===== config.mk =====
export PLATFORM = sky130hd
export DESIGN_NAME = mx_xgbe_port_ctrl
export DESIGN_NICKNAME = d
export VERILOG_FILES = /design/src/rtl/mx_xgbe_port_ctrl.sv
export SDC_FILE = /design/constraint.sdc
export NUM_CORES = 1
export LEC_CHECK = 0
export CORE_MARGIN = 2
export CORE_UTILIZATION = 58
export CTS_CLUSTER_DIAMETER = 50
export DETAILED_ROUTE_END_ITERATION = 16
export GPL_ROUTABILITY_DRIVEN = 0
export PLACE_DENSITY = 0.79
export SLEW_MARGIN = 25
export SYNTH_ARGS = -nofsm -noshare
export SYNTH_HDL_FRONTEND = slang
export SYNTH_SLANG_ARGS = --single-unit
export TNS_END_PERCENT = 5

===== constraint.sdc =====
create_clock -name clk_i -period 3.5 [get_ports clk_i]
set_clock_uncertainty 0.2 [all_clocks]
set_input_delay 0.7 -clock clk_i [delete_from_list [all_inputs] [get_ports clk_i]]
set_output_delay 0.7 -clock clk_i [all_outputs]
set_load 0.005 [all_outputs]

===== src/rtl/mx_xgbe_port_ctrl.sv =====
// SFP+/PHY port sequencer: synchronise and debounce the status pins, sequence tx_disable/nreset, drive the LEDs.
// All outputs are registered. Macro MX_XGBE_PORT_CTRL_FAULT_RETRY_EN selects timed FAULT retry over sticky FAULT.
module mx_xgbe_port_ctrl #(
    parameter int DEB_CYCLES = 1024,
    parameter int RST_CYCLES = 256,
    parameter int FAULT_HOLD = 65536,
    parameter int LED_HOLD   = 4096
) (
    input  logic       clk_i,
    input  logic       rst_i,
    input  logic       mod_abs_i,
    input  logic       rx_los_i,
    input  logic       tx_fault_i,
    input  logic       lopc_i,
    input  logic       sw_tx_disable_i,
    input  logic       sw_reset_i,
    input  logic       rx_pkt_i,
    output logic       tx_disable_o,
    output logic       xge_nreset_o,
    output logic       gbe_nreset_o,
    output logic       gbe_coma_o,
    output logic       alrm_led_o,
    output logic       rx_led_o,
    output logic       mod_abs_o,
    output logic       rx_los_o,
    output logic       tx_fault_o,
    output logic       lopc_o,
    output logic [2:0] state_o,
    output logic [7:0] fault_cnt_o
);

    localparam logic [2:0] ST_ABSENT = 3'd0;
    localparam logic [2:0] ST_SETTLE = 3'd1;
    localparam logic [2:0] ST_RESET  = 3'd2;
    localparam logic [2:0] ST_RUN    = 3'd3;
    localparam logic [2:0] ST_FAULT  = 3'd4;

`ifdef MX_XGBE_PORT_CTRL_FAULT_RETRY_EN
    localparam int TMR_MAX = (FAULT_HOLD > RST_CYCLES) ? FAULT_HOLD : RST_CYCLES;
`else
    // Sticky FAULT needs no hold timer, so FAULT_HOLD does not widen the state timer.
    localparam int TMR_MAX = (FAULT_HOLD > 0) ? RST_CYCLES : RST_CYCLES;
`endif
    localparam int DEB_W = $clog2(DEB_CYCLES);
    localparam int TMR_W = (TMR_MAX > 1) ? $clog2(TMR_MAX) : 1;
    localparam int LED_W = $clog2(LED_HOLD + 1);

    localparam logic [DEB_W-1:0] DEB_LAST = DEB_W'(DEB_CYCLES - 1);
    localparam logic [TMR_W-1:0] RST_LAST = TMR_W'(RST_CYCLES - 1);
`ifdef MX_XGBE_PORT_CTRL_FAULT_RETRY_EN
    localparam logic [TMR_W-1:0] HOLD_LAST = TMR_W'(FAULT_HOLD - 1);
`endif
    localparam logic [LED_W-1:0] LED_LOAD = LED_W'(LED_HOLD);
    // Bit order {lopc, tx_fault, rx_los, mod_abs}; reset reads as "no module, no link".
    localparam logic [3:0] DEB_INIT = 4'b1011;

    logic [3:0] raw;
    logic [3:0] sync1;
    logic [3:0] sync2;
    logic [3:0] deb;

    assign raw = {lopc_i, tx_fault_i, rx_los_i, mod_abs_i};

    always_ff @(posedge clk_i or posedge rst_i) begin
        if (rst_i) begin
            sync1 <= DEB_INIT;
            sync2 <= DEB_INIT;
        end else begin
            sync1 <= raw;
            sync2 <= sync1;
        end
    end

    for (genvar g = 0; g < 4; g++) begin : g_deb
        logic [DEB_W-1:0] cnt;
        logic             q;

        always_ff @(posedge clk_i or posedge rst_i) begin
            if (rst_i) begin
                cnt <= '0;
                q   <= DEB_INIT[g];
            end else if (sync2[g] == q) begin
                cnt <= '0;
            end else if (cnt == DEB_LAST) begin
                cnt <= '0;
                q   <= sync2[g];
            end else begin
                cnt <= cnt + 1'b1;
            end
        end

        assign deb[g] = q;
    end

    assign mod_abs_o  = deb[0];
    assign rx_los_o   = deb[1];
    assign tx_fault_o = deb[2];
    assign lopc_o     = deb[3];

    logic [2:0]       state;
    logic [2:0]       state_nxt;
    logic [TMR_W-1:0] tmr;
    logic             tmr_clr;
    logic             tmr_run;
    logic             fault_q;
    logic             fault_evt;

    always_comb begin
        state_nxt = state;
        tmr_clr   = 1'b0;
        fault_evt = 1'b0;
        if (mod_abs_o) begin
            state_nxt = ST_ABSENT;
        end else begin
            case (state)
                ST_ABSENT: state_nxt = ST_SETTLE;
                ST_SETTLE: if (tmr == RST_LAST) state_nxt = ST_RESET;
                ST_RESET: begin
                    if (sw_reset_i)            tmr_clr   = 1'b1;
                    else if (tmr == RST_LAST)  state_nxt = ST_RUN;
                end
                ST_RUN: begin
                    if (tx_fault_o && !fault_q) begin
                        state_nxt = ST_FAULT;
                        fault_evt = 1'b1;
                    end else if (sw_reset_i) begin
                        state_nxt = ST_RESET;
                    end
                end
`ifdef MX_XGBE_PORT_CTRL_FAULT_RETRY_EN
                ST_FAULT: if (tmr == HOLD_LAST) state_nxt = ST_RESET;
`else
                ST_FAULT: if (sw_reset_i) state_nxt = ST_RESET;
`endif
                default: state_nxt = ST_ABSENT;
            endcase
        end
    end

`ifdef MX_XGBE_PORT_CTRL_FAULT_RETRY_EN
    assign tmr_run = (state == ST_SETTLE) || (state == ST_RESET) || (state == ST_FAULT);
`else
    assign tmr_run = (state == ST_SETTLE) || (state == ST_RESET);
`endif

    always_ff @(posedge clk_i or posedge rst_i) begin
        if (rst_i) begin
            state       <= ST_ABSENT;
            tmr         <= '0;
            fault_q     <= 1'b0;
            fault_cnt_o <= 8'd0;
        end else begin
            state   <= state_nxt;
            fault_q <= tx_fault_o;
            if ((state_nxt != state) || tmr_clr)
                tmr <= '0;
            else if (tmr_run)
                tmr <= tmr + 1'b1;
            if (fault_evt && (fault_cnt_o != 8'hFF))
                fault_cnt_o <= fault_cnt_o + 8'd1;
        end
    end

    assign state_o = state;

    // Pin drives follow the registered state, one cycle behind it.
    always_ff @(posedge clk_i or posedge rst_i) begin
        if (rst_i) begin
            tx_disable_o <= 1'b1;
            xge_nreset_o <= 1'b0;
            gbe_nreset_o <= 1'b0;
            gbe_coma_o   <= 1'b1;
            alrm_led_o   <= 1'b0;
        end else begin
            tx_disable_o <= ((state == ST_RESET) || (state == ST_RUN)) ? sw_tx_disable_i : 1'b1;
            xge_nreset_o <= (state == ST_RUN) || (state == ST_FAULT);
            gbe_nreset_o <= (state == ST_RUN) || (state == ST_FAULT);
            gbe_coma_o   <= (state == ST_ABSENT) || (state == ST_SETTLE);
            alrm_led_o   <= tx_fault_o | lopc_o | (rx_los_o & (state == ST_RUN)) | (state == ST_FAULT);
        end
    end

    logic [LED_W-1:0] led_cnt;

    // LED looks one count ahead so it drops exactly when the count reaches zero.
    always_ff @(posedge clk_i or posedge rst_i) begin
        if (rst_i) begin
            led_cnt  <= '0;
            rx_led_o <= 1'b0;
        end else if (rx_pkt_i) begin
            led_cnt  <= LED_LOAD;
            rx_led_o <= 1'b1;
        end else begin
            rx_led_o <= (led_cnt > LED_W'(1));
            if (led_cnt != '0)
                led_cnt <= led_cnt - 1'b1;
        end
    end

endmodule


==> impl_metrics.ini, run 1 <==
[outcome]
outcome = completed

[power]
leakagePower_nw = 2.06
ir_drop_mv = 0.451
power_density_nw_per_um2 = 501
total_power_mw = 2.40

[critical_path]
critPathBufInv = 1
cpMaxStageDelayCell = dfrtp_1
slowest_delay_ps = 670
worstPathCellList = clkdlybuf4s50_1
startpoint_type = flop
worstSetupPathType = flop to output pin
r2r_start = state_o[0]
cp-end-kind = output pin
crit_start = state_o[2]
r2r_cells = 4
crit_fanout = 18
reg2reg_setup_slack_ps = 1270
crit_family = flip-flops
r2r-end = fault_cnt_o[1]
cp.arrival_ps = 1610
worstPathRequired_ps = 2600

[die]
die_w_um = 88.9
start_util = 0.608
core_region_area_sq_um = 6870
rows = 30
die_h_um = 88.9
ios = 30
dieArea_sq_um = 7900

[clock_tree]
clk_latency_ps = 360
htree_num_levels = 3
cts_resized = 0
cts_hold_buf = 0
cts_made_buffers = 9
max-clock-path-buffers = 2
post_cts_buffers = 0
cts-root-buf = clkbuf_8
cts_tree = done
cts_sinks = 90
cts.reportedPaths.clkPinSlew_ps = 80

[detailed_routing]
vias = 2965
ant_nets = 0
dr.pass1.iters = 6
drcViolationCount = 0
drt_wl_total_mm = 7.27
drt-vias-per-instance = 5.58
drtIter0Drc = 105
wl_per_cell_um = 13.7

[grt]
grt_first_pass_wirelength_mm = 12.6
antenna_found_initial = 0
grtUsageMet2 = 0.343
grtUsageMet3 = 0.0662
globalRouteTotalUtil = 0.207
grt_max_degree = 47
met1_usage = 0.262
grt_pass1_vias = 2860
grt_overflow = 0
top_usage_layer = met2

[synthesis]
synthArstFlopShare = 1.00
ys.flop_type = dfrtp_1
yosysWarnings = 0
syn_area_per_cell_sq_um = 10.5
syn-num-nets = 414
syn_inst = 397
synth.distinct_cells = 49
ys_seq_area_frac = 0.543
syn_area_sq_um = 4180
synth_edf_count = 0
ys_seq_elements = 90

[timing]
fmax_ghz = 0.398
slew_headroom = 0.493
maxSlewViolCount = 0
tightest_slew_ps = 759
finalSetupViolations = 0
fin_crit_sh = 0.718
rsz0062_at_grt = no
setup_ws_ps = 985
final.min_clock_period_ps = 2510
finalSetupTns_ps = 0
finalHoldViolCount = 0

[finish]
final_cell_mix = 79 x dfrtp_1, 56 x nor2_1, 31 x xnor2_1, 29 x clkdlybuf4s50_1, 28 x nand2_1
final_nets = 447
diodes = 0
drive_above_1_share = 0.103
fillers = 525
area_growth_pct = 14.9
final_common_cell = dfrtp_1

[placed_design]
io_buffers = 29
dpl.hpwl_mm = 5.14
place_ws_ps = 972

[min_path]
hold_path_class = flop to flop
hold_end = sync2[3]
min-delay-start = sync1[3]
hold-path-cell-count = 0

[flow_run]
maxCapViolCount = 0
==> how the worst max path moves through the flow <==
| stage | to | slack [ps] | cells after the start |
|---|---|---|---|
| 2_1_floorplan | alrm_led_o | 280 | 1 |
| 3_3_place_gp | tmr[1] | 1060 | 4 |
| 3_5_place_dp | tmr[3] | 970 | 4 |
| 4_1_cts | state_o[2] | 970 | 1 |
| 5_1_grt | state_o[2] | 910 | 1 |
| 6_report | state_o[2] | 990 | 1 |
==> power breakdown <==
group / total, mW / internal (mW) / switching [mW]
combinational: 0.414 / 0.185 / 0.229
sequential: 1.23 / 1.13 / 0.103
clock: 0.759 / 0.421 / 0.339
total: 2.40 / 1.73 / 0.671
==> Yosys cell counts (2+ instances only) <==
cell type   n  area, sq um
a21o_1      2         15.0
a211oi_1    2         15.0
nand2b_1    7         43.8
nand4_1     9         56.3
or3b_2      2         17.5
nand3_1    21          105
o21ai_0     6         30.0
ha_1        8          100
nor4b_1     2         17.5
nor2b_1     2         12.5
nor3b_1     2         15.0
and4_1      4         35.0
clkbuf_1    7         26.3
a31oi_1     2         12.5
dfrtp_1    79         1980
xor2_1     21          184
a31o_2      3         26.3
nor2_1     56          210
nand3b_1    2         15.0
dfstp_2    11          289
and3_1      3         18.8
or4_1       3         22.5
mux2_2      5         56.3
nor3_1     17         85.1
a21oi_1    10         50.1
xnor2_1    31          272
o31a_1      2         17.5
or3_1       7         43.8
nor4_1     16          100
nand2_1    28          105
inv_1       9         33.8
==> per-layer routing <==
metal | up-vias | part of all wire
met1 | 1422 | 0.44
met3 | 12 | 0.048
met5 | - | 0
met4 | 0 | 0.014
met2 | 68 | 0.49
li1 | 1463 | -
==> logic make-up (layout without fill, tap and decap cells) <==
logic type,Yosys count,after routing,share of synthesized area
DFF,90,90,0.543
adders and majority gates,8,8,0.0240
AOI/OAI and AO/OA,37,37,0.0617
buffers and inverters,18,56,0.0174
xor gates and xnor gates,52,52,0.109
muxes,6,6,0.0159
and+or+nand+nor,186,186,0.229
==> area by class of cell <==
class	instances	area, sq um	share of cell area
clock inverters	5	78.8	0.0164
repair buffers	31	318	0.0662
flip-flops and latches	90	2270	0.472
inverters	9	35.0	0.00730
clock buffers	11	141	0.0295
multi-input cells	289	1840	0.383
well taps	96	120	0.0250
==> flip-flops by register name (all words and copies together) (netlist names) <==
register,flops
alrm_led_o,1
fault_cnt_o,8
fault_q,1
g_deb.cnt,40
gbe_coma_o,1
gbe_nreset_o,1
led_cnt,13
lopc_o,1
mod_abs_o,1
rx_led_o,1
rx_los_o,1
state_o,3
sync1,4
sync2,4
tmr,8
tx_disable_o,1
tx_fault_o,1
==> per-stage QoR <==
| step | hold slack, ps | cell area, sq um | util | std cells |
|---|---|---|---|---|
| 4_1_cts | 166 | 4800 | 0.698 | 531 |
| 3_5_place_dp | 151 | 4580 | 0.666 | 515 |
| 5_1_grt | 170 | 4800 | 0.698 | 531 |
| 3_3_place_gp | 134 | 4580 | 0.666 | 515 |
| 6_report | 163 | 4800 | 0.698 | 531 |
| 2_1_floorplan | 131 | 4180 | - | 397 |
Power figures use the tool's default switching activity.
==> run 2, diff against run 1 <==
- CORE_UTILIZATION: 58 -> 53
- PLACE_DENSITY: 0.79 -> 0.76
- clock period: 3.5 -> 2.15 ns (I/O delays scaled with it)
==> impl_metrics.ini, run 2 (synthesis results as in run 1) <==
[placed_design]
dpl_cell_area_sq_um = 4680
io_buffers = 29
dpl.hpwl_mm = 5.20
place_ws_ps = 53.0
dp_cells = 530

[critical_path]
slowest_delay_ps = 580
startpoint_type = flop
r2r_start = led_cnt[0]
crit_fanout = 4
worstPathRequired_ps = 1520
critPathBufInv = 1
cp-end-kind = output pin
cp.arrival_ps = 1440
reg2reg_setup_slack_ps = 110
crit_family = flip-flops
r2r_cells = 6
r2r-end = led_cnt[4]
worstSetupPathType = flop to output pin
worstPathCellList = clkdlybuf4s50_1
cpMaxStageDelayCell = dfstp_2

[finish]
multi_input_area_sq_um = 1840
stdcell_area_sq_um = 4900
biggestRegsByFlops = g_deb.cnt (40), led_cnt (13)
final_nets = 458
drive_above_1_share = 0.128
diodes = 0
final_common_cell = dfrtp_1
regArea_sq_um = 2270
stdcell_count = 548
final_util = 0.637
top_register = g_deb.cnt
largest_reg_flops = 40
fillers = 653
area_growth_pct = 17.3
final_cell_mix = 79 x dfrtp_1, 56 x nor2_1, 31 x xnor2_1, 29 x clkdlybuf4s50_1, 28 x nand2_1

[timing]
finalHoldViolCount = 0
fin_hold_ws_ps = 157
setup_ws_ps = 79.9
finalSetupTns_ps = 0
final.min_clock_period_ps = 2070
maxSlewViolCount = 0
rsz0062_at_grt = no
tightest_slew_ps = 520
fmax_ghz = 0.483
fin_crit_sh = 0.963
finalSetupViolations = 0
slew_headroom = 0.651

[detailed_routing]
ant_nets = 0
vias = 2986
drtIter0Drc = 161
drcViolationCount = 0
dr.pass1.iters = 4
wl_per_cell_um = 13.6
drt-vias-per-instance = 5.45
drt_wl_total_mm = 7.45

[die]
ios = 30
die_w_um = 92.8
core_region_area_sq_um = 7690
die_h_um = 92.8
start_util = 0.543
dieArea_sq_um = 8610
rows = 32

[grt]
antenna_found_initial = 0
grt_first_pass_wirelength_mm = 12.9
globalRouteTotalUtil = 0.188
grt_pass1_vias = 2932
grt_max_degree = 34
grt_overflow = 0

[clock_tree]
clk_latency_ps = 350
cts_made_buffers = 9
max-clock-path-buffers = 2
cts_resized = 0
htree_num_levels = 3
cts-root-buf = clkbuf_8
cts_tree = done
cts_sinks = 90
cts_hold_buf = 0
cts.reportedPaths.clkPinSlew_ps = 90

[min_path]
hold_path_class = flop to flop
hold-path-cell-count = 0
min-delay-start = sync1[2]
hold_end = sync2[2]

[power]
leakagePower_nw = 2.11
power_density_nw_per_um2 = 798
ir_drop_mv = 0.406
total_power_mw = 3.91

[flow_run]
maxCapViolCount = 0

[outcome]
outcome = completed
run 2: area by class of cell:
cell class	instances	share of cell area
Clock buffer	10	0.0281
Sequential cell	90	0.463
Clock inverter	6	0.0133
Tap cell	102	0.0261
Multi-Input combinational cell	289	0.375
Inverter	9	0.00766
Timing Repair Buffer	42	0.0869
run 2: repair_timing:
item / in CTS / in global routing
buffers inserted: 1 / 1
endpoints found under the setup margin: 1 / 2
pin swaps: 0 / 1
cloned: 0 / 0
run 2: worst max-delay path by stage:
stage | start | to | cells past startpoint
floorplan | state_o[2] | fault_cnt_o[1] | 5
global placement | sw_reset_i | tmr[1] | 5
detailed placement | sw_reset_i | tmr[3] | 5
CTS | rx_los_o | rx_los_o | 1
global route | led_cnt[0] | led_cnt[4] | 6
finish | rx_los_o | rx_los_o | 1
run 2: routing by layer:
| metal | share of wire | vias up | track usage |
|---|---|---|---|
| li1 | - | 1486 | - |
| met1 | 0.47 | 1439 | 0.233 |
| met2 | 0.48 | 50 | 0.319 |
| met3 | 0.038 | 11 | 0.0513 |
| met4 | 0.014 | 0 | 0.0600 |
| met5 | 0 | - | 0 |
run 2: power by group:
part           internal (mW)  switching (mW)  total (mW)
clock network          0.571           0.594        1.17
logic                  0.361           0.380       0.741
registers               1.83           0.171        2.00
total                   2.76            1.14        3.91
==> run 3, diff against run 2 <==
- CORE_ASPECT_RATIO: default -> 0.7
==> impl_metrics.ini, run 3 (synthesis results as in run 1) <==
[critical_path]
r2r-end = led_cnt[4]
worstPathRequired_ps = 1520
r2r_cells = 6
startpoint_type = flop
crit_fanout = 14
reg2reg_setup_slack_ps = 110
r2r_start = led_cnt[0]
cp.arrival_ps = 1420
worstSetupPathType = flop to output pin
cp-end-kind = output pin

[detailed_routing]
drt_wl_total_mm = 7.33
drt-vias-per-instance = 5.38
ant_nets = 0
drtIter0Drc = 192
vias = 2945
drcViolationCount = 0
dr.pass1.iters = 4
wl_per_cell_um = 13.4

[flow_run]
maxCapViolCount = 0

[die]
ios = 30
die_h_um = 78.3
rows = 27
dieArea_sq_um = 8620
start_util = 0.538
die_w_um = 110
core_region_area_sq_um = 7770

[finish]
biggestRegsByFlops = g_deb.cnt (40), led_cnt (13)
final_nets = 458
drive_above_1_share = 0.128
largest_reg_flops = 40
fillers = 624
diodes = 0
stdcell_area_sq_um = 4960
top_register = g_deb.cnt
final_cell_mix = 79 x dfrtp_1, 56 x nor2_1, 31 x xnor2_1, 29 x clkdlybuf4s50_1, 28 x nand2_1
area_growth_pct = 18.8
final_common_cell = dfrtp_1

[timing]
maxSlewViolCount = 0
final.min_clock_period_ps = 2050
fmax_ghz = 0.487
fin_crit_sh = 0.955
tightest_slew_ps = 526
rsz0062_at_grt = no
finalSetupViolations = 0
slew_headroom = 0.647
finalSetupTns_ps = 0
finalHoldViolCount = 0

[placed_design]
io_buffers = 29
dpl_cell_area_sq_um = 4670
dpl.hpwl_mm = 5.34

[power]
power_density_nw_per_um2 = 836
leakagePower_nw = 2.13
ir_drop_mv = 0.641

[clock_tree]
htree_num_levels = 3
cts.reportedPaths.clkPinSlew_ps = 60
cts_made_buffers = 9
cts_sinks = 90
cts_tree = done
clk_latency_ps = 330
max-clock-path-buffers = 2
cts-root-buf = clkbuf_16

[min_path]
hold_path_class = flop to flop
min-delay-start = sync1[2]
hold_end = sync2[2]
hold-path-cell-count = 0

[grt]
grt_overflow = 0
globalRouteTotalUtil = 0.194
grt_pass1_vias = 2871
grt_first_pass_wirelength_mm = 13.0
antenna_found_initial = 0
grt_max_degree = 29

[outcome]
outcome = completed
==> run 3: cell types whose count changed in the layout (fill, tap and decap cells not counted), sizes merged <==
cell,before,now
clkinv,3,4
bufinv,1,0
clkinvlp,2,3
inv,9,8
==> run 3: layer usage <==
layer  vias up  track usage  part of all wire
met5         -            0                 0
met4         0       0.0675             0.011
met3        11       0.0590             0.040
met2        51        0.287              0.45
met1      1399        0.274              0.50
li1       1484            -                 -
==> run 3: repair_timing <==
| item | CTS | global route |
|---|---|---|
| resized for setup | 0 | 1 |
| buffers inserted | 1 | 0 |
| hold buffers | 0 | 0 |
| setup endpoints to repair | 1 | 2 |
==> run 3: per-stage QoR <==
stage | hold slack (ps) | worst slack, ps | std cells | total power [mW] | util
finish | 152 | 97.6 | 547 | 4.15 | 0.639
detailed placement | 140 | 51.8 | 530 | 2.74 | 0.601
floorplan | 131 | 239 | 397 | 2.53 | -
global placement | 134 | 159 | 530 | 2.72 | 0.601
CTS | 153 | 84.4 | 547 | 4.20 | 0.639
global route | 158 | 5.51 | 547 | 4.37 | 0.639
==> run 3: area by class of cell <==
type	instances	area [sq um]	share of cell area
clock inverter	6	42.5	0.00857
sequential	90	2270	0.457
multi-input combinational	289	1840	0.371
inverter	9	37.5	0.00756
clock buffer	10	239	0.0481
timing repair buffer	42	413	0.0832
tap	101	126	0.0255
==> run 3: report_power, final <==
group          internal, mW  switching [mW]  leakage, nW
combinational         0.340           0.380        0.843
clock                 0.813           0.613        0.134
sequential             1.83           0.169         1.16
total                  2.99            1.16         2.13
==> run 3: critical path, cell delays in order, from the launching register on <==
cell             delay, ps
dfrtp_1                370
buf_4                  200
clkdlybuf4s50_1        520
==> run 3: worst max path at each step <==
stage / startpoint / end / slack [ps] / cells past startpoint
finish: state_o[0] / state_o[0] / 100 / 2
detailed placement: sw_reset_i / tmr[1] / 50 / 5
global placement: sw_reset_i / tmr[0] / 160 / 5
CTS: state_o[0] / state_o[0] / 80 / 2
floorplan: state_o[2] / fault_cnt_o[1] / 240 / 5
global route: led_cnt[2] / led_cnt[4] / 6 / 4
